File: src/rtl/ahb3lite_pkg.sv
// ----------------------------------------------------------------------------
// ahb3lite_pkg
//   Shared AHB3-Lite encodings and the master-port FSM state type.
//   No ports; imported by the interconnect master port and its decoder.
// ----------------------------------------------------------------------------
package ahb3lite_pkg;

  localparam logic [1:0] HTRANS_IDLE   = 2'b00;
  localparam logic [1:0] HTRANS_BUSY   = 2'b01;
  localparam logic [1:0] HTRANS_NONSEQ = 2'b10;
  localparam logic [1:0] HTRANS_SEQ    = 2'b11;

  localparam logic HRESP_OKAY  = 1'b0;
  localparam logic HRESP_ERROR = 1'b1;

  // Master-port FSM. Encoding is visible on the dbg_state output.
  typedef enum logic [2:0] {
    ST_IDLE   = 3'd0,  // no data phase outstanding towards a slave
    ST_ACCESS = 3'd1,  // data phase in progress with a slave port
    ST_WAIT   = 3'd2,  // address phase held, target arbiter not granted yet
    ST_ERR1   = 3'd3,  // first cycle of the two-cycle ERROR response
    ST_ERR2   = 3'd4   // second cycle of the two-cycle ERROR response
  } mp_state_t;

  // NONSEQ and SEQ carry a real transfer; IDLE and BUSY do not.
  function automatic logic is_transfer(input logic [1:0] htrans);
    return (htrans == HTRANS_NONSEQ) || (htrans == HTRANS_SEQ);
  endfunction

endpackage

File: src/rtl/ahb3lite_interconnect_addr_decoder.sv
// ----------------------------------------------------------------------------
// ahb3lite_interconnect_addr_decoder
//   Combinational address decode. Region s hits when the masked address bits
//   equal the masked base. Overlapping regions resolve to the lowest index.
// Ports
//   haddr  in   address to decode
//   mask   in   per-region mask
//   base   in   per-region base
//   sel    out  one-hot selected region (all zero when unmapped)
//   idx    out  binary index of the selected region (0 when unmapped)
//   hit    out  at least one region matched
// ----------------------------------------------------------------------------
module ahb3lite_interconnect_addr_decoder #(
  parameter  int HADDR_SIZE = 32,
  parameter  int SLAVES     = 8,
  localparam int IDX_W      = (SLAVES > 1) ? $clog2(SLAVES) : 1
) (
  input  logic [HADDR_SIZE-1:0] haddr,
  input  logic [HADDR_SIZE-1:0] mask [SLAVES],
  input  logic [HADDR_SIZE-1:0] base [SLAVES],
  output logic [SLAVES-1:0]     sel,
  output logic [IDX_W-1:0]      idx,
  output logic                  hit
);

  always_comb begin
    sel = '0;
    idx = '0;
    hit = 1'b0;
    // Walk from the top down so the lowest matching index is the last write.
    for (int s = SLAVES - 1; s >= 0; s--) begin
      if (((haddr ^ base[s]) & mask[s]) == '0) begin
        hit = 1'b1;
        idx = IDX_W'(s);
      end
    end
    if (hit) sel = SLAVES'(1) << idx;
  end

endmodule

File: src/rtl/ahb3lite_interconnect_master_port.sv
// ----------------------------------------------------------------------------
// ahb3lite_interconnect_master_port
//   Per-master front end of the AHB3-Lite multi-layer switch. Decodes the
//   master address into a one-hot slave request, fans the address phase out
//   to every slave-port arbiter, holds the address phase while the target
//   arbiter has not granted this master, and muxes the data-phase response
//   back. Unmapped transfers receive a two-cycle ERROR response.
// Ports
//   HRESETn/HCLK          async active-low reset, clock
//   mst_priority          master priority, forwarded as slv_priority
//   mst_H*                master address/data phase; mst_HREADY = bus HREADY
//   mst_HREADYOUT/HRDATA/HRESP   response to the master
//   slv_HADDRmask/base    address map, one region per slave port
//   slv_HSEL              one-hot request to the slave-port arbiters
//   slv_H*                shared address/data phase to all slave ports
//   slv_HREADY            local HREADY (equals mst_HREADYOUT)
//   slv_HRDATA/HREADYOUT/HRESP   per-slave-port response
//   slv_granted           slave port s currently grants this master
//   can_switch            slave port s may re-arbitrate away from this master
//   dbg_state             current FSM state (mp_state_t encoding)
//
// Handshake: an address phase is accepted from the master on a rising edge
// where mst_HSEL & mst_HREADY & HTRANS in {NONSEQ,SEQ}. A data phase
// completes on an edge where mst_HREADYOUT is 1. A held address phase is
// handed to a slave on the edge where its arbiter grants us and that slave
// port reports HREADYOUT=1; the slave's data phase starts on the next cycle.
// ----------------------------------------------------------------------------
module ahb3lite_interconnect_master_port
  import ahb3lite_pkg::*;
#(
  parameter int HADDR_SIZE = 32,
  parameter int HDATA_SIZE = 32,
  parameter int SLAVES     = 8
) (
  input  logic                  HRESETn,
  input  logic                  HCLK,

  input  logic [2:0]            mst_priority,
  input  logic                  mst_HSEL,
  input  logic [HADDR_SIZE-1:0] mst_HADDR,
  input  logic [HDATA_SIZE-1:0] mst_HWDATA,
  input  logic                  mst_HWRITE,
  input  logic [2:0]            mst_HSIZE,
  input  logic [2:0]            mst_HBURST,
  input  logic [3:0]            mst_HPROT,
  input  logic [1:0]            mst_HTRANS,
  input  logic                  mst_HMASTLOCK,
  input  logic                  mst_HREADY,
  output logic                  mst_HREADYOUT,
  output logic [HDATA_SIZE-1:0] mst_HRDATA,
  output logic                  mst_HRESP,

  input  logic [HADDR_SIZE-1:0] slv_HADDRmask [SLAVES],
  input  logic [HADDR_SIZE-1:0] slv_HADDRbase [SLAVES],

  output logic [SLAVES-1:0]     slv_HSEL,
  output logic [2:0]            slv_priority,
  output logic [HADDR_SIZE-1:0] slv_HADDR,
  output logic [HDATA_SIZE-1:0] slv_HWDATA,
  output logic                  slv_HWRITE,
  output logic [2:0]            slv_HSIZE,
  output logic [2:0]            slv_HBURST,
  output logic [3:0]            slv_HPROT,
  output logic [1:0]            slv_HTRANS,
  output logic                  slv_HMASTLOCK,
  output logic                  slv_HREADY,

  input  logic [HDATA_SIZE-1:0] slv_HRDATA [SLAVES],
  input  logic [SLAVES-1:0]     slv_HREADYOUT,
  input  logic [SLAVES-1:0]     slv_HRESP,
  input  logic [SLAVES-1:0]     slv_granted,
  output logic [SLAVES-1:0]     can_switch,

  output logic [2:0]            dbg_state
);

  localparam int IDX_W = (SLAVES > 1) ? $clog2(SLAVES) : 1;

  mp_state_t             state_q, state_d;
  logic [IDX_W-1:0]      dp_idx_q, dp_idx_d;
  logic [HADDR_SIZE-1:0] hold_haddr_q, hold_haddr_d;
  logic                  hold_hwrite_q, hold_hwrite_d;
  logic [2:0]            hold_hsize_q, hold_hsize_d;
  logic [2:0]            hold_hburst_q, hold_hburst_d;
  logic [3:0]            hold_hprot_q, hold_hprot_d;
  logic [1:0]            hold_htrans_q, hold_htrans_d;
  logic                  hold_hmastlock_q, hold_hmastlock_d;

  // The hold register is only meaningful while stalled in WAIT.
  logic hold_valid;
  assign hold_valid = (state_q == ST_WAIT);

  // Address phase as presented to the slave ports: held copy or live master.
  logic [HADDR_SIZE-1:0] ap_haddr;
  logic                  ap_hwrite, ap_hmastlock, ap_hsel, ap_req;
  logic [2:0]            ap_hsize, ap_hburst;
  logic [3:0]            ap_hprot;
  logic [1:0]            ap_htrans;

  always_comb begin
    ap_haddr     = mst_HADDR;
    ap_hwrite    = mst_HWRITE;
    ap_hsize     = mst_HSIZE;
    ap_hburst    = mst_HBURST;
    ap_hprot     = mst_HPROT;
    ap_htrans    = mst_HTRANS;
    ap_hmastlock = mst_HMASTLOCK;
    ap_hsel      = mst_HSEL;
    ap_req       = mst_HSEL & mst_HREADY & is_transfer(mst_HTRANS);
    if (hold_valid) begin
      ap_haddr     = hold_haddr_q;
      ap_hwrite    = hold_hwrite_q;
      ap_hsize     = hold_hsize_q;
      ap_hburst    = hold_hburst_q;
      ap_hprot     = hold_hprot_q;
      // The slave never saw the preceding beat from us, so it must start fresh.
      ap_htrans    = (hold_htrans_q == HTRANS_SEQ) ? HTRANS_NONSEQ : hold_htrans_q;
      ap_hmastlock = hold_hmastlock_q;
      ap_hsel      = 1'b1;
      ap_req       = 1'b1;
    end
  end

  logic [SLAVES-1:0] dec_sel;
  logic [IDX_W-1:0]  dec_idx;
  logic              dec_hit;

  ahb3lite_interconnect_addr_decoder #(
    .HADDR_SIZE (HADDR_SIZE),
    .SLAVES     (SLAVES)
  ) u_decoder (
    .haddr (ap_haddr),
    .mask  (slv_HADDRmask),
    .base  (slv_HADDRbase),
    .sel   (dec_sel),
    .idx   (dec_idx),
    .hit   (dec_hit)
  );

  logic in_err, tgt_granted, tgt_ready;
  assign in_err      = (state_q == ST_ERR1) || (state_q == ST_ERR2);
  assign tgt_granted = |(dec_sel & slv_granted);
  assign tgt_ready   = |(dec_sel & slv_HREADYOUT);

  always_comb begin
    state_d          = state_q;
    dp_idx_d         = dp_idx_q;
    hold_haddr_d     = hold_haddr_q;
    hold_hwrite_d    = hold_hwrite_q;
    hold_hsize_d     = hold_hsize_q;
    hold_hburst_d    = hold_hburst_q;
    hold_hprot_d     = hold_hprot_q;
    hold_htrans_d    = hold_htrans_q;
    hold_hmastlock_d = hold_hmastlock_q;

    case (state_q)
      ST_ERR1: state_d = ST_ERR2;
      ST_WAIT: begin
        if (tgt_granted && tgt_ready) begin
          state_d  = ST_ACCESS;
          dp_idx_d = dec_idx;
        end
      end
      default: begin  // ST_IDLE, ST_ACCESS, ST_ERR2
        if (state_q == ST_ERR2) state_d = ST_IDLE;
        if (mst_HREADY) begin
          state_d = ST_IDLE;
          if (ap_req) begin
            if (!dec_hit) begin
              state_d = ST_ERR1;
            end else if (tgt_granted && !in_err) begin
              state_d  = ST_ACCESS;
              dp_idx_d = dec_idx;
            end else begin
              // Accept from the master now, present to the slave once granted.
              state_d          = ST_WAIT;
              hold_haddr_d     = mst_HADDR;
              hold_hwrite_d    = mst_HWRITE;
              hold_hsize_d     = mst_HSIZE;
              hold_hburst_d    = mst_HBURST;
              hold_hprot_d     = mst_HPROT;
              hold_htrans_d    = mst_HTRANS;
              hold_hmastlock_d = mst_HMASTLOCK;
            end
          end
        end
      end
    endcase
  end

  always_ff @(posedge HCLK or negedge HRESETn) begin
    if (!HRESETn) begin
      state_q          <= ST_IDLE;
      dp_idx_q         <= '0;
      hold_haddr_q     <= '0;
      hold_hwrite_q    <= 1'b0;
      hold_hsize_q     <= '0;
      hold_hburst_q    <= '0;
      hold_hprot_q     <= '0;
      hold_htrans_q    <= HTRANS_IDLE;
      hold_hmastlock_q <= 1'b0;
    end else begin
      state_q          <= state_d;
      dp_idx_q         <= dp_idx_d;
      hold_haddr_q     <= hold_haddr_d;
      hold_hwrite_q    <= hold_hwrite_d;
      hold_hsize_q     <= hold_hsize_d;
      hold_hburst_q    <= hold_hburst_d;
      hold_hprot_q     <= hold_hprot_d;
      hold_htrans_q    <= hold_htrans_d;
      hold_hmastlock_q <= hold_hmastlock_d;
    end
  end

  // Response path towards the master.
  always_comb begin
    mst_HREADYOUT = 1'b1;
    mst_HRESP     = HRESP_OKAY;
    mst_HRDATA    = '0;
    case (state_q)
      ST_ERR1: begin
        mst_HREADYOUT = 1'b0;
        mst_HRESP     = HRESP_ERROR;
      end
      ST_ERR2: mst_HRESP = HRESP_ERROR;
      ST_WAIT: mst_HREADYOUT = 1'b0;
      ST_ACCESS: begin
        mst_HREADYOUT = slv_HREADYOUT[dp_idx_q];
        mst_HRESP     = slv_HRESP[dp_idx_q];
        mst_HRDATA    = slv_HRDATA[dp_idx_q];
      end
      default: ;
    endcase
  end

  // A locked transfer or a burst continuation must keep the arbiter on us.
  logic keep_grant;
  assign keep_grant = ap_hsel & dec_hit &
                      (ap_hmastlock | (ap_htrans == HTRANS_SEQ) | (ap_htrans == HTRANS_BUSY));

  assign slv_HSEL      = (ap_req && dec_hit && !in_err) ? dec_sel : '0;
  assign can_switch    = keep_grant ? ~dec_sel : '1;
  assign slv_priority  = mst_priority;
  assign slv_HADDR     = ap_haddr;
  assign slv_HWDATA    = mst_HWDATA;
  assign slv_HWRITE    = ap_hwrite;
  assign slv_HSIZE     = ap_hsize;
  assign slv_HBURST    = ap_hburst;
  assign slv_HPROT     = ap_hprot;
  assign slv_HTRANS    = ap_htrans;
  assign slv_HMASTLOCK = ap_hmastlock;
  assign slv_HREADY    = mst_HREADYOUT;
  assign dbg_state     = state_q;

endmodule
File: config.mk
export PLATFORM = sky130hd
export DESIGN_NAME = ahb3lite_interconnect_master_port
export DESIGN_NICKNAME = d
export VERILOG_FILES = /design/src/rtl/ahb3lite_pkg.sv /design/src/rtl/ahb3lite_interconnect_addr_decoder.sv /design/src/rtl/ahb3lite_interconnect_master_port.sv
export SDC_FILE = /design/constraint.sdc
export NUM_CORES = 1
export LEC_CHECK = 0
export ABC_AREA = 1
export BUFFER_PORTS_ARGS = -buffer_cell sky130_fd_sc_hd__buf_2
export CAP_MARGIN = 5
export CORE_AREA = 2 2 389 391
export CTS_BUF_LIST = sky130_fd_sc_hd__clkbuf_8
export DETAILED_ROUTE_END_ITERATION = 12
export DIE_AREA = 0 0 391 393
export PLACE_DENSITY = 0.36
export SETUP_SLACK_MARGIN = 0.02
export SLEW_MARGIN = 10
export SYNTH_ARGS = -nofsm -noshare
export SYNTH_HDL_FRONTEND = slang
export SYNTH_HIERARCHICAL = 1
export SYNTH_SLANG_ARGS = --single-unit
File: constraint.sdc
create_clock -name HCLK -period 3.1 [get_ports HCLK]
set_input_delay 0.31 -clock HCLK [delete_from_list [all_inputs] [get_ports HCLK]]
set_output_delay 0.31 -clock HCLK [all_outputs]
set_load 0.1 [all_outputs]
==> flow_metrics.py, run 1 <==
metrics = {
    "clock_tree": {
        "cts_max_path_buffers": 2,
        "cts-root-buf": "clkbuf_8",
        "cts_tree": "yes",
        "hold_buffers": 0,
        "cts_made_buffers": 5,
        "cts.sinks": 52,
        "clkLatencyLatePin_ns": 0.38,
        "path_clk_slew_ns": 0.15,
        "htreeDepth": 2,
    },
    "global_routing": {
        "grt-ovfl-total": 0,
        "grt_antenna_before_repair": 208,
        "grt_pass1_wl_mm": 167,
        "grt_max_degree": 101,
        "grt_pass1_vias": 18107,
        "grtUsageTotal": 0.163,
    },
    "setup_path": {
        "critPathKind": "reg2out",
        "arrival_ns": 4.33,
        "cpPeakStageDelay_ns": 0.52,
        "cpMaxStageDelayCell": "dfrtp_4",
        "required_ns": 2.79,
        "crit_top_cell": "buf_12",
        "critPathMaxFanout": 6,
        "cp-end-kind": "output pin",
        "setup.worst_path.start_class": "register",
    },
    "power": {
        "ir_drop_mv": 0.253,
        "p_total_uw": 8730,
        "p_leak_uw": 0.0116,
        "p_per_area_mw_per_mm2": 372,
    },
    "timing": {
        "relSlewSlack": 0.385,
        "worstMarginPinSlew_ns": 0.923,
        "grt_setup_unrepaired": "yes",
        "setup_violations": 68,
        "setup_ws_ns": -1.54,
        "period_share": 1.50,
        "period_minus_slack_ns": 4.64,
        "slew_violations": 0,
        "fmax_mhz": 216,
        "worst_hold_slack_ns": -0.0158,
        "hold_violations": 7,
        "fin_skew_ns": 0.0212,
    },
    "final_layout": {
        "num-fill-cells": 17443,
        "drive_gt1_frac": 0.497,
        "area_growth_syn_to_layout_pct": 123,
        "layout.nets": 4103,
        "final_common_cell": "buf_2",
        "layout_common_cells": "buf_2, nand2_1, nor2_1",
        "final_core_util": 0.157,
    },
    "die": {
        "dieHeight_um": 393,
        "rows": 142,
        "start_util": 0.0705,
        "core_area_sq_mm": 0.149,
        "dieArea_sq_mm": 0.154,
        "die_w_um": 391,
        "io_pins": 1012,
    },
    "job": {
        "drv_cap": 0,
    },
    "routing": {
        "drt_iter0_drc": 896,
        "vias": 19080,
        "drc_errors": 0,
        "wl_mm": 132,
        "antenna_left": 0,
        "first_pass_iters": 5,
        "avgViaCountPerCell": 3.65,
        "wl_per_cell_um": 25.3,
    },
    "yosys": {
        "yosys_warnings": 6,
        "ys_ff_latch": 52,
        "synthArstFlopShare": 1.00,
        "synth_edf_count": 0,
        "avgSynthCellArea_sq_um": 5.09,
        "syn_nets": 2945,
        "ys_seq_area_frac": 0.124,
        "ys_types": 36,
        "synth_area_sq_mm": 0.0105,
        "synth_ff_type": "dfrtp_1",
        "syn_inst": 2068,
    },
    "outcome": {
        "violations": "negative hold slack, negative setup slack",
        "status": "finished, violations left",
    },
    "worst_hold_path": {
        "min_path_type": "in2async",
    },
    "placed_design": {
        "gp_congestion": 0.910,
        "port_buffers": 941,
        "dp.final_hpwl_mm": 116,
    },
}
final cells by class:
type	count	area, sq um	share of cell area
multi-input combinational	1708	9020	0.385
antenna	59	148	0.00630
clock buffer	5	68.8	0.00294
clock inverter	3	27.5	0.00117
sequential	52	1320	0.0562
timing repair buffer	1292	9780	0.417
inverter	167	644	0.0275
tap	1944	2430	0.104
metrics by stage:
stage          worst slack [ns]  area, sq um  instances  hold WS [ns]  setup TNS, ns
6_report                  -1.54        23400       5230       -0.0158         -97.06
4_1_cts                   -1.60        22800       5151        0.0255        -102.73
3_3_place_gp              -1.78        20500       5037         0.452        -115.10
5_1_grt                   -1.73        23400       5210        0.0358        -111.64
2_1_floorplan            -0.987        11400       2068        0.0144         -65.09
3_5_place_dp              -1.80        20500       5037         0.456        -115.40
state kept, by name, summed over array words and instances (netlist names):
signal	count
hold_hmastlock_q	1
hold_haddr_q	32
dbg_state	3
dp_idx_q	3
hold_hwrite_q	1
hold_hburst_q	3
hold_hprot_q	4
hold_hsize_q	3
hold_htrans_q	2
cells by family after synthesis:
| kind of cell | count (synthesis) | synth area share |
|---|---|---|
| AOI/OAI and AO/OA | 416 | 0.208 |
| buffers and inverters | 308 | 0.144 |
| DFF | 52 | 0.124 |
| xor gates and xnor gates | 19 | 0.0158 |
| and+or+nand+nor | 1273 | 0.508 |
Yosys cell counts (17+ instances only):
master	instances	area, sq um
nand2_1	593	2230
nor2_1	382	1430
o21ai_0	292	1460
nand3_1	164	821
inv_1	162	608
buf_4	68	510
o22ai_1	67	419
or2_2	58	363
dfrtp_1	52	1300
clkbuf_1	41	154
or2_1	33	206
o21ai_1	31	155
a21oi_1	19	95.1
xor2_1	19	166
nand4_1	17	106
routing by layer:
layer / GRT usage / part of all wire / vias up
li1: - / - / 9025
met5: 0 / 0.0067 / -
met4: 0.0483 / 0.031 / 140
met2: 0.295 / 0.50 / 931
met1: 0.173 / 0.36 / 8615
met3: 0.0649 / 0.099 / 369
critical path: cells and delay by family (launching register included):
family,cells,cell delay (ns)
simple gates,10,0.91
flops,1,0.52
compound gates,3,0.51
buf+inv,15,1.95
repair_timing:
action | in CTS | in global routing
pin swaps | 76 | 75
gates resized for setup | 215 | 84
buffers inserted | 92 | 24
hold endpoints to repair | 0 | 0
gates cloned | 17 | 0
endpoints found under the setup margin | 72 | 74
power breakdown:
group          switching, uW  internal, uW  total, uW
combinational           4720          2760       7480
sequential              15.1           699        715
clock                    365           168        533
path summary, 6_finish.rpt:
path,from,endpoint,slack (ns),cells after the start
worst max-delay path,dbg_state[1]$_DFFE_PN0P_,slv_HSEL[6],-1.54,28
min in group HCLK,mst_HPROT[2],hold_hprot_q[2]$_DFFE_PN0P_,0.18,3
worst max register to register,dbg_state[1]$_DFFE_PN0P_,hold_hburst_q[1]$_DFFE_PN0P_,-1.49,38
worst min-delay path,HRESETn,hold_hprot_q[1]$_DFFE_PN0P_,-0.02,1
worst min register to register,hold_htrans_q[1]$_DFFE_PN0P_,hold_htrans_q[1]$_DFFE_PN0P_,0.49,2
max in group asynchronous,HRESETn,dbg_state[2]$_DFFE_PN0P_,2.41,1
Power figures use the tool's default switching activity.
==> run 2, diff against run 1 <==
RECOVER_POWER = 50   (was not set)
==> flow_metrics.py, run 2 (same netlist as run 1, synthesis figures left out) <==
metrics = {
    "clock_tree": {
        "cts_made_buffers": 5,
        "cts_tree": "yes",
        "cts_max_path_buffers": 2,
        "clkLatencyLatePin_ns": 0.39,
        "cts-root-buf": "clkbuf_8",
        "cts.sinks": 52,
        "htreeDepth": 2,
        "path_clk_slew_ns": 0.15,
    },
    "power": {
        "p_seq_frac": 0.082,
        "ir_drop_mv": 0.253,
        "sw_frac_of_total": 0.585,
        "intPower_uw": 3620,
        "p_clk_frac": 0.061,
        "p_leak_uw": 0.0116,
        "p_sw_uw": 5100,
        "p_per_area_mw_per_mm2": 372,
        "combPwrFrac": 0.857,
    },
    "timing": {
        "fin_skew_ns": 0.0212,
        "grt_setup_unrepaired": "yes",
        "hold_violations": 0,
        "fin_tns_setup_ns": -97.39,
        "slew_violations": 53,
        "setup_ws_ns": -1.55,
        "worstMarginPinSlew_ns": 1.68,
        "fmax_mhz": 215,
        "period_share": 1.50,
        "period_minus_slack_ns": 4.65,
        "worst_hold_slack_ns": 0.177,
        "relSlewSlack": -0.118,
        "setup_violations": 68,
    },
    "global_routing": {
        "grt_antenna_before_repair": 208,
        "grt_pass1_wl_mm": 167,
        "grtUsageTotal": 0.163,
        "grt_max_degree": 101,
        "grt-ovfl-total": 0,
        "grt_pass1_vias": 18107,
    },
    "setup_path": {
        "path_buf_inv": 15,
        "cpMaxStageDelayCell": "dfrtp_4",
        "arrival_ns": 4.34,
        "critPathMaxFanout": 6,
        "critPathTopFamily": "buffers and inverters",
        "setup.worst_path.start_class": "register",
        "critPathKind": "reg2out",
        "required_ns": 2.79,
        "cp-end-kind": "output pin",
        "cpPeakStageDelay_ns": 0.52,
        "crit_top_cell": "buf_12",
    },
    "final_layout": {
        "layout_common_cells": "buf_2, nand2_1, nor2_1",
        "area_growth_syn_to_layout_pct": 123,
        "largest_registers": "hold_haddr_q (32), hold_hprot_q (4)",
        "largest_register_ffs": 32,
        "final_common_cell": "buf_2",
        "final_design_area_no_fill_sq_mm": 0.0234,
        "largest_register": "hold_haddr_q",
        "layout.nets": 4103,
        "drive_gt1_frac": 0.497,
        "final_core_util": 0.157,
    },
    "placed_design": {
        "place_area_sq_mm": 0.0205,
        "port_buffers": 941,
        "gp_congestion": 0.910,
        "dp_slack_ns": -1.80,
        "dp.final_hpwl_mm": 116,
    },
    "routing": {
        "avgViaCountPerCell": 3.65,
        "drt_iter0_drc": 846,
        "drc_errors": 0,
        "first_pass_iters": 5,
        "antenna_left": 0,
        "wl_per_cell_um": 25.3,
        "wl_mm": 133,
        "vias": 19090,
    },
    "die": {
        "die_w_um": 391,
        "core_area_sq_mm": 0.149,
        "rows": 142,
        "io_pins": 1012,
        "start_util": 0.0705,
        "dieHeight_um": 393,
        "dieArea_sq_mm": 0.154,
    },
    "worst_hold_path": {
        "min_path_type": "in2reg",
    },
    "outcome": {
        "violations": "max-capacitance violations, max-slew violations, negative setup slack",
        "status": "finished, violations left",
    },
    "job": {
        "drv_cap": 1,
    },
}
==> run 2: cell count changes in the layout (fill, tap and decap cells not counted), sizes merged <==
cell,before,now
buf,1292,1291
clkbuf,5,6
diode,59,60
==> run 2: worst reg2reg max path: cells and delay by family (launching register included) <==
kind                   cells  cell delay [ns]
AO/OA/AOI/OAI              3             0.42
buffers and inverters     16             2.24
flip-flops                 1             0.52
AND/OR/NAND/NOR           17             1.31
==> run 2: final timing paths <==
path | start | endpoint | slack, ns | cells after the start
worst max-delay path | dbg_state[1]$_DFFE_PN0P_ | slv_HSEL[6] | -1.55 | 28
worst min register to register | hold_htrans_q[1]$_DFFE_PN0P_ | hold_htrans_q[1]$_DFFE_PN0P_ | 0.49 | 2
worst min-delay path | mst_HSIZE[1] | hold_hsize_q[1]$_DFFE_PN0P_ | 0.18 | 3
max in group asynchronous | HRESETn | dbg_state[2]$_DFFE_PN0P_ | 1.55 | 1
min in group asynchronous | HRESETn | hold_hprot_q[1]$_DFFE_PN0P_ | 0.34 | 1
worst max register to register | dbg_state[1]$_DFFE_PN0P_ | hold_hburst_q[1]$_DFFE_PN0P_ | -1.50 | 36
==> run 2: layout make-up <==
class                      instances  area (sq um)
antenna                           60           150
clock buffer                       5          68.8
clock inverter                     3          27.5
fill                           17445        126000
inverter                         167           644
multi-input combinational       1708          9020
sequential                        52          1320
tap                             1944          2430
timing repair buffer            1292          9770
==> run 2: power by group through the flow <==
stage / logic (uW) / clock network (uW) / registers (uW)
global placement: 6860 / 0 / 728
finish: 7480 / 537 / 715
global route: 7920 / 598 / 717
detailed placement: 6880 / 0 / 728
CTS: 7480 / 589 / 715
floorplan: 3820 / 0 / 840
==> run 2: timing repair <==
item,CTS,global route
setup endpoints to repair,72,74
gates resized for setup,215,84
gates cloned,17,0
pin swaps,76,75
setup buffers,92,24
hold buffers,0,0
==> run 2: metal layers <==
layer,global-route usage,wire (um),up-vias
met5,0,904,-
met2,0.295,66900,920
met1,0.173,47700,8642
li1,-,-,9023
met3,0.0649,12900,363
met4,0.0483,4080,142
==> run 2: stage by stage <==
stage	instances	power [uW]
after floorplan	2068	4660
after global placement	5037	7590
after detailed placement	5037	7600
after CTS	5151	8780
after global routing	5210	9230
final	5231	8730
==> run 3, diff against run 2 <==
CORE_AREA = 2 2 392 394   (was 2 2 389 391)
DIE_AREA = 0 0 394 396   (was 0 0 391 393)
clock period = 5.9 ns   (was 3.1 ns; I/O delays follow)
==> flow_metrics.py, run 3 (same netlist as run 1, synthesis figures left out) <==
metrics = {
    "die": {
        "rows": 143,
        "dieHeight_um": 396,
        "core_area_sq_mm": 0.152,
        "die_w_um": 394,
        "dieArea_sq_mm": 0.156,
        "start_util": 0.0694,
        "io_pins": 1012,
    },
    "final_layout": {
        "num-fill-cells": 18121,
        "largest_registers": "hold_haddr_q (32), hold_hprot_q (4)",
        "largest_register_ffs": 32,
        "largest_register": "hold_haddr_q",
        "final_common_cell": "buf_2",
        "layout.nets": 3802,
        "final_core_util": 0.118,
        "layout_common_cells": "buf_2, nand2_1, nor2_1",
        "area_growth_syn_to_layout_pct": 70.4,
        "drive_gt1_frac": 0.375,
    },
    "timing": {
        "worst_hold_slack_ns": 0.426,
        "worstMarginPinSlew_ns": 3.44,
        "period_minus_slack_ns": 5.51,
        "grt_setup_unrepaired": "yes",
        "relSlewSlack": -1.29,
        "period_share": 0.935,
        "fin_skew_ns": 0.0331,
        "setup_violations": 0,
        "setup_ws_ns": 0.385,
        "slew_violations": 49,
        "fin_tns_setup_ns": 0,
        "fmax_mhz": 181,
        "hold_violations": 0,
    },
    "setup_path": {
        "arrival_ns": 4.92,
        "required_ns": 5.31,
        "critPathMaxFanout": 20,
        "critPathKind": "reg2out",
        "cp-end-kind": "output pin",
        "setup.worst_path.start_class": "register",
    },
    "routing": {
        "antenna_left": 0,
        "wl_per_cell_um": 26.2,
        "wl_mm": 131,
        "drc_errors": 0,
        "first_pass_iters": 5,
        "avgViaCountPerCell": 3.55,
        "drt_iter0_drc": 1101,
        "vias": 17696,
    },
    "placed_design": {
        "dp_slack_ns": 0.236,
        "port_buffers": 941,
        "dp.final_hpwl_mm": 117,
        "gp_congestion": 0.935,
    },
    "clock_tree": {
        "cts_max_path_buffers": 2,
        "path_clk_slew_ns": 0.16,
        "cts_tree": "yes",
        "cts.sinks": 52,
        "clkLatencyLatePin_ns": 0.42,
        "cts_made_buffers": 5,
        "htreeDepth": 2,
        "post_cts_buffers": 0,
        "cts-root-buf": "clkbuf_8",
    },
    "global_routing": {
        "use_met3": 0.0654,
        "grt_max_degree": 70,
        "grt_pass1_wl_mm": 165,
        "use_met2": 0.290,
        "grt_antenna_before_repair": 229,
        "grt_use_met1": 0.173,
        "grtUsageTotal": 0.160,
        "grt-ovfl-total": 0,
        "grt_pass1_vias": 16696,
        "grt-busiest-layer": "met2",
    },
    "power": {
        "p_seq_frac": 0.109,
        "p_clk_frac": 0.085,
        "combPwrFrac": 0.806,
        "p_leak_uw": 0.00901,
        "p_per_area_mw_per_mm2": 195,
        "p_total_uw": 3490,
        "p_sw_uw": 2390,
        "sw_frac_of_total": 0.684,
        "intPower_uw": 1100,
        "ir_drop_mv": 0.140,
    },
    "outcome": {
        "status": "finished, violations left",
        "violations": "max-capacitance violations, max-slew violations",
    },
    "job": {
        "drv_cap": 2,
    },
    "worst_hold_path": {
        "min_path_type": "in2reg",
    },
}
[run 3: changes by cell type in the layout (fill, tap and decap cells not counted), sizes merged]
cell and change:
inv +1, diode -30, clkinvlp -2, dlygate4sd3 +1, buf -328, clkbuf +27
[run 3: power groups by stage]
| stage | Sequential [uW] | Clock, uW | Combinational [uW] |
|---|---|---|---|
| detailed placement | 385 | 0 | 2860 |
| CTS | 379 | 334 | 2870 |
| floorplan | 436 | 0 | 1900 |
| finish | 379 | 297 | 2810 |
| global route | 381 | 335 | 3010 |
| global placement | 385 | 0 | 2850 |
[run 3: stage by stage]
step,cells,area [sq um]
after detailed placement,4947,17700
final,4986,17900
after CTS,4956,17900
after floorplan,2068,10600
after global routing,4976,17900
after global placement,4947,17700
[run 3: repair_timing]
action,CTS,global route
endpoints found under the hold margin,5,0
resized for setup,12,8
hold buffers,1,0
setup endpoints to repair,8,11
[run 3: area by class of cell]
cell class	instances	area, sq um	area share
inverters	167	629	0.0351
well taps	2030	2540	0.142
multi-input cells	1708	7940	0.443
repair buffers	991	5340	0.298
clock buffers	6	82.6	0.00461
diodes	30	75.1	0.00419
flip-flops and latches	52	1310	0.0729
clock inverters	2	11.3	0.000628
[run 3: layer usage]
layer	vias up	wire, um
met3	400	12300
li1	8368	-
met1	7842	48600
met2	944	65100
met5	-	874
met4	142	3800
[run 3: critical path, stage by stage, from the launching register on]
cell and delay, ns:
dfrtp_1 0.54, nand2_4 0.12, nor2_4 0.15, buf_4 0.27
buf_4 0.28, o21ai_2 0.23, or2_2 0.35, nand3_1 0.07
o21ai_1 0.07, nor2_1 0.20, nand2_1 0.17, nor3_1 0.25
buf_4 0.18, nand3_2 0.15, nand2_1 0.12, nor2_1 0.12
nand2_1 0.23, nand3_1 0.28, buf_4 0.25, nor2_2 0.23
buf_12 0.22
[run 3: worst paths after layout]
check                                             start                           end  slack (ns)  cells past startpoint
setup / recovery               dbg_state[1]$_DFFE_PN0P_                   slv_HSEL[4]        0.39                     20
min in group asynchronous                       HRESETn  hold_hburst_q[1]$_DFFE_PN0P_        0.65                      2
hold / removal                             mst_HSIZE[2]   hold_hsize_q[2]$_DFFE_PN0P_        0.43                      3
setup reg to reg               dbg_state[1]$_DFFE_PN0P_  hold_haddr_q[17]$_DFFE_PN0P_        0.90                     29
max in group asynchronous                       HRESETn       dp_idx_q[0]$_DFFE_PN0P_        1.15                      3
hold reg to reg            hold_htrans_q[1]$_DFFE_PN0P_  hold_htrans_q[1]$_DFFE_PN0P_        0.48                      2
